<file path="config.mk">
export PLATFORM = sky130hd
export DESIGN_NAME = mem_port_arbiter
export DESIGN_NICKNAME = d
export VERILOG_FILES = /design/src/rtl/mem_arb_pkg.sv /design/src/rtl/mem_arb_lat_cnt.sv /design/src/rtl/mem_port_arbiter.sv
export SDC_FILE = /design/constraint.sdc
export NUM_CORES = 1
export LEC_CHECK = 0
export CAP_MARGIN = 5
export CORE_MARGIN = 5
export CORE_UTILIZATION = 44
export DETAILED_ROUTE_END_ITERATION = 10
export HOLD_SLACK_MARGIN = 0.06
export PLACE_DENSITY = 0.8
export SLEW_MARGIN = 10
export SYNTH_ARGS = -nofsm -noshare
export SYNTH_HDL_FRONTEND = slang
export SYNTH_SLANG_ARGS = --single-unit
</file>
<file path="constraint.sdc">
create_clock -name clk -period 2.1 [get_ports clk]
set_input_delay 0.21 -clock clk [delete_from_list [all_inputs] [get_ports clk]]
set_output_delay 0.21 -clock clk [all_outputs]
set_load 0.01 [all_outputs]
</file>
<file path="src/rtl/mem_arb_pkg.sv">
// ============================================================================
// Module      : mem_arb_pkg
// Description : Shared types and constants for the memory port arbiter.
// Revision    : 1.0 - initial release
// ============================================================================
`default_nettype none

package mem_arb_pkg;

    typedef enum logic [1:0] {
        IDLE  = 2'd0,
        ISSUE = 2'd1,
        WAIT  = 2'd2,
        RESP  = 2'd3
    } arb_state_t;

    typedef enum logic {
        GNT_IF = 1'b0,
        GNT_DM = 1'b1
    } arb_gnt_t;

    localparam int MEM_AW_DEF = 14;
    localparam int LAT_CW     = $clog2(4) + 1;

endpackage

`default_nettype wire

</file>
<file path="src/rtl/mem_arb_lat_cnt.sv">
// ============================================================================
// Module      : mem_arb_lat_cnt
// Description : Loadable read-latency down-counter; done flags the last WAIT cycle.
// Revision    : 1.0 - initial release
// ============================================================================
`default_nettype none

module mem_arb_lat_cnt
    import mem_arb_pkg::*;
#(
    parameter int MEM_LAT = 1
) (
    input  logic clk,
    input  logic rst,
    input  logic load,
    input  logic dec,
    output logic done
);

    // Loaded with MEM_LAT-1 so that WAIT lasts MEM_LAT-1 cycles.
    localparam logic [LAT_CW-1:0] C_LOAD = LAT_CW'(MEM_LAT - 1);

    logic [LAT_CW-1:0] r_count;

    always_ff @(posedge clk) begin
        if (rst) begin
            r_count <= '0;
        end else if (load) begin
            r_count <= C_LOAD;
        end else if (dec && (r_count != '0)) begin
            r_count <= r_count - LAT_CW'(1);
        end
    end

    assign done = (r_count == LAT_CW'(1));

endmodule

`default_nettype wire

</file>
<file path="src/rtl/mem_port_arbiter.sv">
// ============================================================================
// Module      : mem_port_arbiter
// Description : Shares a single-ported memory macro between IF and DM requesters.
//               Define MEM_ARB_RR_EN for round-robin arbitration (default: DM over IF).
// Revision    : 1.0 - initial release
// ============================================================================
`default_nettype none

module mem_port_arbiter
    import mem_arb_pkg::*;
#(
    parameter int MEM_LAT = 1,
    parameter int MEM_AW  = MEM_AW_DEF
) (
    input  logic              clk,
    input  logic              rst,
    input  logic              if_req,
    input  logic [31:0]       if_addr,
    output logic [31:0]       if_rdata,
    output logic              if_ready,
    input  logic              dm_req,
    input  logic [3:0]        dm_we,
    input  logic [31:0]       dm_addr,
    input  logic [31:0]       dm_wdata,
    output logic [31:0]       dm_rdata,
    output logic              dm_ready,
    output logic              mem_cs,
    output logic [3:0]        mem_we,
    output logic [MEM_AW-1:0] mem_addr,
    output logic [31:0]       mem_di,
    input  logic [31:0]       mem_do,
    output logic              stall
);

    arb_state_t        r_state;
    arb_state_t        w_state_nxt;
    arb_gnt_t          r_gnt;
    arb_gnt_t          w_gnt_sel;
    logic [MEM_AW-1:0] r_addr;
    logic [3:0]        r_we;
    logic [31:0]       r_wdata;
    logic [31:0]       r_if_rdata;
    logic [31:0]       r_dm_rdata;
    logic              w_any_req;
    logic              w_is_read;
    logic              w_cnt_load;
    logic              w_cnt_dec;
    logic              w_cnt_done;
    logic              w_issue;
    logic              w_resp;
    logic              w_grant;
    logic              w_unused;

    assign w_any_req = if_req | dm_req;
    assign w_is_read = (r_we == 4'b0000);
    assign w_grant   = (r_state == IDLE) && w_any_req;

`ifdef MEM_ARB_RR_EN
    arb_gnt_t r_last_gnt;

    // On a tie the requester not served last time wins.
    always_comb begin
        w_gnt_sel = GNT_IF;
        if (dm_req && if_req) begin
            if (r_last_gnt == GNT_DM) begin
                w_gnt_sel = GNT_IF;
            end else begin
                w_gnt_sel = GNT_DM;
            end
        end else if (dm_req) begin
            w_gnt_sel = GNT_DM;
        end
    end

    always_ff @(posedge clk) begin
        if (rst) begin
            r_last_gnt <= GNT_IF;
        end else if (w_grant) begin
            r_last_gnt <= w_gnt_sel;
        end
    end
`else
    always_comb begin
        w_gnt_sel = GNT_IF;
        if (dm_req) begin
            w_gnt_sel = GNT_DM;
        end
    end
`endif

    always_comb begin
        w_state_nxt = r_state;
        w_cnt_load  = 1'b0;
        w_cnt_dec   = 1'b0;
        case (r_state)
            IDLE: begin
                if (w_any_req) begin
                    w_state_nxt = ISSUE;
                end
            end
            ISSUE: begin
                if (w_is_read && (MEM_LAT > 1)) begin
                    w_state_nxt = WAIT;
                    w_cnt_load  = 1'b1;
                end else begin
                    w_state_nxt = RESP;
                end
            end
            WAIT: begin
                w_cnt_dec = 1'b1;
                if (w_cnt_done) begin
                    w_state_nxt = RESP;
                end
            end
            RESP: begin
                w_state_nxt = IDLE;
            end
            default: begin
                w_state_nxt = IDLE;
            end
        endcase
    end

    always_ff @(posedge clk) begin
        if (rst) begin
            r_state    <= IDLE;
            r_gnt      <= GNT_IF;
            r_addr     <= '0;
            r_we       <= '0;
            r_wdata    <= '0;
            r_if_rdata <= '0;
            r_dm_rdata <= '0;
        end else begin
            r_state <= w_state_nxt;
            if (w_grant) begin
                r_gnt <= w_gnt_sel;
                if (w_gnt_sel == GNT_DM) begin
                    r_addr  <= dm_addr[MEM_AW+1:2];
                    r_we    <= dm_we;
                    r_wdata <= dm_wdata;
                end else begin
                    r_addr  <= if_addr[MEM_AW+1:2];
                    r_we    <= '0;
                    r_wdata <= '0;
                end
            end
            if ((r_state == RESP) && w_is_read) begin
                if (r_gnt == GNT_DM) begin
                    r_dm_rdata <= mem_do;
                end else begin
                    r_if_rdata <= mem_do;
                end
            end
        end
    end

    mem_arb_lat_cnt #(
        .MEM_LAT (MEM_LAT)
    ) u_lat_cnt (
        .clk  (clk),
        .rst  (rst),
        .load (w_cnt_load),
        .dec  (w_cnt_dec),
        .done (w_cnt_done)
    );

    assign w_issue  = (r_state == ISSUE);
    assign w_resp   = (r_state == RESP);

    assign mem_cs   = w_issue;
    assign mem_we   = w_issue ? r_we    : 4'b0000;
    assign mem_addr = w_issue ? r_addr  : '0;
    assign mem_di   = w_issue ? r_wdata : 32'h0;

    assign if_ready = w_resp && (r_gnt == GNT_IF);
    assign dm_ready = w_resp && (r_gnt == GNT_DM);

    // Read data is passed through during RESP so it is valid alongside ready.
    assign if_rdata = if_ready ? mem_do : r_if_rdata;
    assign dm_rdata = (dm_ready && w_is_read) ? mem_do : r_dm_rdata;

    assign stall    = (if_req & ~if_ready) | (dm_req & ~dm_ready);

    assign w_unused = ^{if_addr[1:0], if_addr[31:MEM_AW+2], dm_addr[1:0], dm_addr[31:MEM_AW+2]};

endmodule

`default_nettype wire

</file>
==> qor.yml, run 1 <==
fmax_ghz: 0.444
ys_ff_latch: 120
die-area_um2: 16400
period_minus_slack_ps: 2250
status: "finished, violations left"
path_buf_inv: 3
critical_path_required_ps: 1890
path_cells: "ha_4 > nor4b_4 > nand3b_1 > buf_6 > clkbuf_16 > mux2_2 > buf_6"
path_class: "register to output pin"
p_per_area_nw_per_um2: 916
ff2ff_path_depth: 8
synth-warning-count: 0
skew_ps: 9.02
initial_core_util: 0.446
num_io_pins: 254
cts-htree-levels: 4
synth_nets: 782
numCtsBuffers: 17
clock-sinks: 120
drc: 0
finalSetupViolCount: 56
die_x_um: 128
pre_cts_ws_ps: -154
yosysSeqAreaShare: 0.391
synthCells: 639
rows: 43
hpwl_mm: 12.0
clk_path_buf_depth: 2
irDropWorstVdd_mv: 0.616
synthTopCellsByArea: "dfxtp_1 (39%), mux2i_1 (13%), nand2b_1 (10%)"
leakage_nw: 4.48
ys_types: 26
insertion_delay_ps: 410
netlist_area_um2: 6140
slew_headroom: 0.497
end_kind: "output pin"
gr-total-overflow: 0
crit_slowest_cell: "mux2_2"
n_antenna_cell: 0
grt_pass1_vias: 5903
synthArstFlopShare: 0
drt_iter0_markers: 254
first_pass_iters: 6
path_delay_family: "buffers and inverters"
synth_edf_count: 0
ys.flop_type: "dfxtp_1"
grt_pass1_wl_mm: 29.3
min_path_type: "primary input to register"
arrival_ps: 2040
syn2layout_area_growth_pct: 57.6
wirelength_mm: 18.6
start_kind: "register"
hold_viol_final: 0
hold-path-cell-count: 3
setup_ws_ps: -155
nets: 1017
avgSynthCellArea_um2: 9.61
final.setup.tns_ps: -5450
die_h_um: 128
cp.depth: 7
slew_violations: 0
cts_tree: "yes"
critPathMaxStageDelay_ps: 340
crit_fanout: 7
synth_most_common_cell: "dfxtp_1"
synthTopCellsByCount: "dfxtp_1 (120), nand2b_1 (100), mux2i_1 (79)"
cap_violations: 0
post_drt_wl_per_cell_um: 17.5
antenna_left: 0
ctsHoldBuffers: 0
grtUsageTotal: 0.224
vias: 5462
drive_above_1_share: 0.248
fillers: 1016
violations: "negative setup slack"
gp_congestion: 0.780
max_slew.worst_pin.slew_ps: 755
routed_via_density: 5.12
io_buffers: 217
core_area_um2: 13800
grt_max_degree: 65
antenna_found_initial: 0
yosys.area.top_type_share: 0.391
rsz0062_at_grt: "true"
clk_pin_slew_worst_paths_ps: 50
fin_crit_sh: 1.07
yosys.area.top_type: "dfxtp_1"
cts-root-buf: "clkbuf_16"
cp_common_cell: "buf_6"
-- tightest hold or removal path, stage by stage --
cell	delay, ps
buf_2	180
nand3_1	90
a21oi_1	60
-- final timing paths --
kind	from	endpoint	slack (ps)
setup / recovery	r_state[0]$_SDFFE_PP0P_	dm_rdata[2]	-150
setup reg to reg	r_state[0]$_SDFFE_PP0P_	r_dm_rdata[8]$_SDFFE_PP0P_	380
hold / removal	dm_req	r_we[1]$_SDFFE_PP0P_	180
hold reg to reg	r_wdata[27]$_SDFFE_PP0P_	r_wdata[27]$_SDFFE_PP0P_	450
-- per-stage QoR --
step	power (mW)	util	area [um2]	hold WS (ps)	cells
finish	8.87	0.703	9680	180	1066
floorplan	4.33	-	6140	378	639
detailed placement	5.65	0.622	8560	443	1009
CTS	8.80	0.694	9560	171	1064
global placement	5.57	0.622	8560	435	1009
global route	9.33	0.703	9680	186	1066
-- placed cells by master (no fill, tap or decap), drive strengths merged, types with 2 or more instances in the layout --
| cell | instances |
|---|---|
| dlygate4sd2 | 51 |
| mux2i | 79 |
| nand2 | 38 |
| a21oi | 39 |
| clkinv | 2 |
| clkbuf | 26 |
| a211oi | 16 |
| mux2 | 65 |
| dfxtp | 120 |
| clkinvlp | 3 |
| bufinv | 2 |
| inv | 7 |
| nor2 | 20 |
| buf | 117 |
| and2 | 51 |
| clkdlybuf4s50 | 98 |
| nand2b | 100 |
| ha | 7 |
| nand3 | 36 |
-- per-layer routing --
| layer | share of wire | global-route usage |
|---|---|---|
| met4 | 0.030 | 0.0849 |
| met5 | 0 | 0 |
| met1 | 0.38 | 0.237 |
| met2 | 0.52 | 0.415 |
| met3 | 0.064 | 0.0671 |
-- cell families after synthesis --
family / Yosys count / share of synthesized area
simple gates: 249 / 0.224
fa+ha+maj: 7 / 0.0143
flops: 120 / 0.391
compound gates: 58 / 0.0552
buf+inv: 60 / 0.0485
xor+xnor: 1 / 0.00143
mux: 144 / 0.265
-- where the power goes --
part	leakage (nW)	switching, mW	total, mW	internal [mW]
logic	3.22	1.52	3.28	1.75
registers	0.976	0.167	2.74	2.58
clock network	0.278	0.990	2.85	1.86
total	4.48	2.68	8.87	6.19
-- sequential cells by signal, indices dropped and copies added, names as in the netlist --
register,flops
r_dm_rdata,32
r_state,2
r_gnt,1
r_if_rdata,32
r_wdata,32
u_lat_cnt.r_count,3
r_addr,14
r_we,4
-- area by class of cell --
class	count	area [um2]	share of cell area
clock buffers	24	492	0.0508
clock inverters	7	92.6	0.00956
inverters	7	26.3	0.00271
multi-input cells	459	3590	0.371
flip-flops and latches	120	2400	0.248
well taps	180	225	0.0233
repair buffers	269	2850	0.294
-- what timing repair did --
action	CTS	global route
cloned	8	1
pin swaps	1	1
buffers inserted	16	6
setup endpoints to repair	117	58
resized for setup	396	40
Power figures use the tool's default switching activity.
==> inputs of run 2 (changes only) <==
Settings changed: TNS_END_PERCENT set to 1.
==> run 2 against run 1 <==
Against the previous run: the run still ends with negative setup slack left; sequential cell count unchanged; clock power is essentially flat; non-clock buffer count shrank 13; final area shrank 4.9%; critical path depth unchanged; worst setup slack improved by 43 ps; hold slack improved by 1.2 ps; routed wire length shrank 7.3%; sequential share of layout area up 1.3 points; via count decreased by 2.1%; global-route usage fell by 1.5 points.
==> qor.yml, run 2 (same netlist as run 1, synthesis figures left out) <==
initial_core_util: 0.446  # unchanged
end_kind: "output pin"
layout_common_cells: "dfxtp_1 (118), nand2b_1 (99), clkdlybuf4s50_1 (98)"
cts-htree-levels: 4  # unchanged
grt_max_degree: 65  # unchanged
clk_pin_slew_worst_paths_ps: 50  # about the same
grt_pass1_vias: 5670  # -3.9%
pre_cts_ws_ps: -154  # unchanged
post_drt_wl_per_cell_um: 16.4  # -6.2%
violations: "negative setup slack"
skew_ps: 7.84  # -1.17 ps
max_slew.worst_pin.slew_ps: 755  # +0.795 ps
finalPower_mw: 8.38  # -5.5%
first_pass_iters: 4  # -2
fin_crit_sh: 1.05  # -0.0204
drt_iter0_markers: 239  # -5.9%
clock-sinks: 120  # unchanged
path_class: "register to output pin"
irDropWorstVdd_mv: 0.521  # -15%
gr-total-overflow: 0  # unchanged
grtUsageTotal: 0.209  # -0.0152
die_x_um: 128  # unchanged
n_antenna_cell: 0  # unchanged
crit_fanout: 14  # +7
final_util: 0.668  # -0.0347
ff2ff_path_depth: 8  # unchanged
cts-root-buf: "clkbuf_16"
final.setup.tns_ps: -2970  # +2480 ps
hold_viol_final: 0  # unchanged
cts_tree: "yes"
drive_above_1_share: 0.236  # -0.0123
period_minus_slack_ps: 2210  # -42.8 ps
arrival_ps: 2000  # -40 ps
io_buffers: 217  # unchanged
hold-path-cell-count: 3  # unchanged
hpwl_mm: 12.0  # unchanged
rsz0062_at_grt: "true"
wirelength_mm: 17.3  # -7.3%
rows: 43  # unchanged
status: "finished, violations left"
ff_latch_area_um2: 2400  # unchanged
routed_via_density: 5.08  # -0.93%
nets: 1004  # -1.3%
start_kind: "register"
ctsHoldBuffers: 0  # unchanged
numCtsBuffers: 17  # unchanged
clk_path_buf_depth: 2  # unchanged
multi_input_area_um2: 3500  # -2.7%
vias: 5345  # -2.1%
setup_ws_ps: -112  # +42.8 ps
insertion_delay_ps: 410  # about the same
syn2layout_area_growth_pct: 49.9
core_area_um2: 13800  # unchanged
drc: 0  # unchanged
critical_path_required_ps: 1890  # about the same
fillers: 1101  # +8.4%
die_h_um: 128  # unchanged
finalSetupViolCount: 32  # -43%
gp_congestion: 0.780  # unchanged
leakage_nw: 4.26  # -4.7%
num_io_pins: 254  # unchanged
fin_hold_ws_ps: 181  # +1.24 ps
min_path_type: "primary input to register"
antenna_found_initial: 0  # unchanged
cap_violations: 0  # unchanged
slew_violations: 0  # unchanged
grt_pass1_wl_mm: 27.7  # -5.5%
die-area_um2: 16400  # unchanged
final_common_cell: "dfxtp_1"
top_regs: "r_dm_rdata: 32 flops, r_if_rdata: 32 flops, r_wdata: 32 flops"
fmax_ghz: 0.452  # +1.9%
slew_headroom: 0.496  # -0.000529
antenna_left: 0  # unchanged
p_per_area_nw_per_um2: 911  # -0.57%
==> run 2: cell types whose count changed in the layout (fill, tap and decap cells not counted), moves of 2 or more <==
cell    before  now
buf_6       68   36
buf_2        4   32
mux2_2       9   35
buf_16       5    3
buf_8        4    0
mux2_4      56   30
==> run 2: area by class of cell <==
type                            instances  share of cell area
Clock buffer                           24              0.0534
Tap cell                              180              0.0245
Clock inverter                          7              0.0101
Sequential cell                       120               0.261
Inverter                                7             0.00285
Multi-Input combinational cell        459               0.380
Timing Repair Buffer                  256               0.268
==> run 2: critical path, cell delays in order (launching register included) <==
cell      delay (ps)
dfxtp_2          350
ha_4             140
nor4b_4          180
nand3b_1         160
buf_6            170
buf_12           150
mux2_4           320
buf_6            120
==> run 2: metrics by stage <==
step           cells  area (um2)
3_5_place_dp    1009        8560
4_1_cts         1051        9180
5_1_grt         1053        9210
2_1_floorplan    639        6140
3_3_place_gp    1009        8560
6_report        1053        9210
==> run 2: worst paths after layout <==
path,start,to,slack [ps]
worst max-delay path,r_state[0]$_SDFFE_PP0P_,dm_rdata[3],-110
worst max register to register,r_state[0]$_SDFFE_PP0P_,r_dm_rdata[1]$_SDFFE_PP0P_,380
worst min-delay path,dm_req,r_we[1]$_SDFFE_PP0P_,180
worst min register to register,r_wdata[27]$_SDFFE_PP0P_,r_wdata[27]$_SDFFE_PP0P_,450
==> run 2: timing repair <==
item	4_1_cts	5_1_grt
hold endpoints to repair	0	0
endpoints found under the setup margin	117	43
gates cloned	3	0
buffers inserted	8	2
resized for setup	358	3
pin swaps	1	1
==> run 2: report_power, final <==
part	leakage (nW)	switching [mW]	internal [mW]
registers	0.976	0.162	2.58
logic	3.01	1.41	1.40
clock network	0.278	0.974	1.86
==> run 2: routing by layer <==
layer	vias to the layer above	share of wire	track usage
met5	-	0	0
met4	0	0.021	0.0699
met3	31	0.067	0.0650
met2	167	0.51	0.372
met1	2547	0.40	0.236
li1	2600	-	-
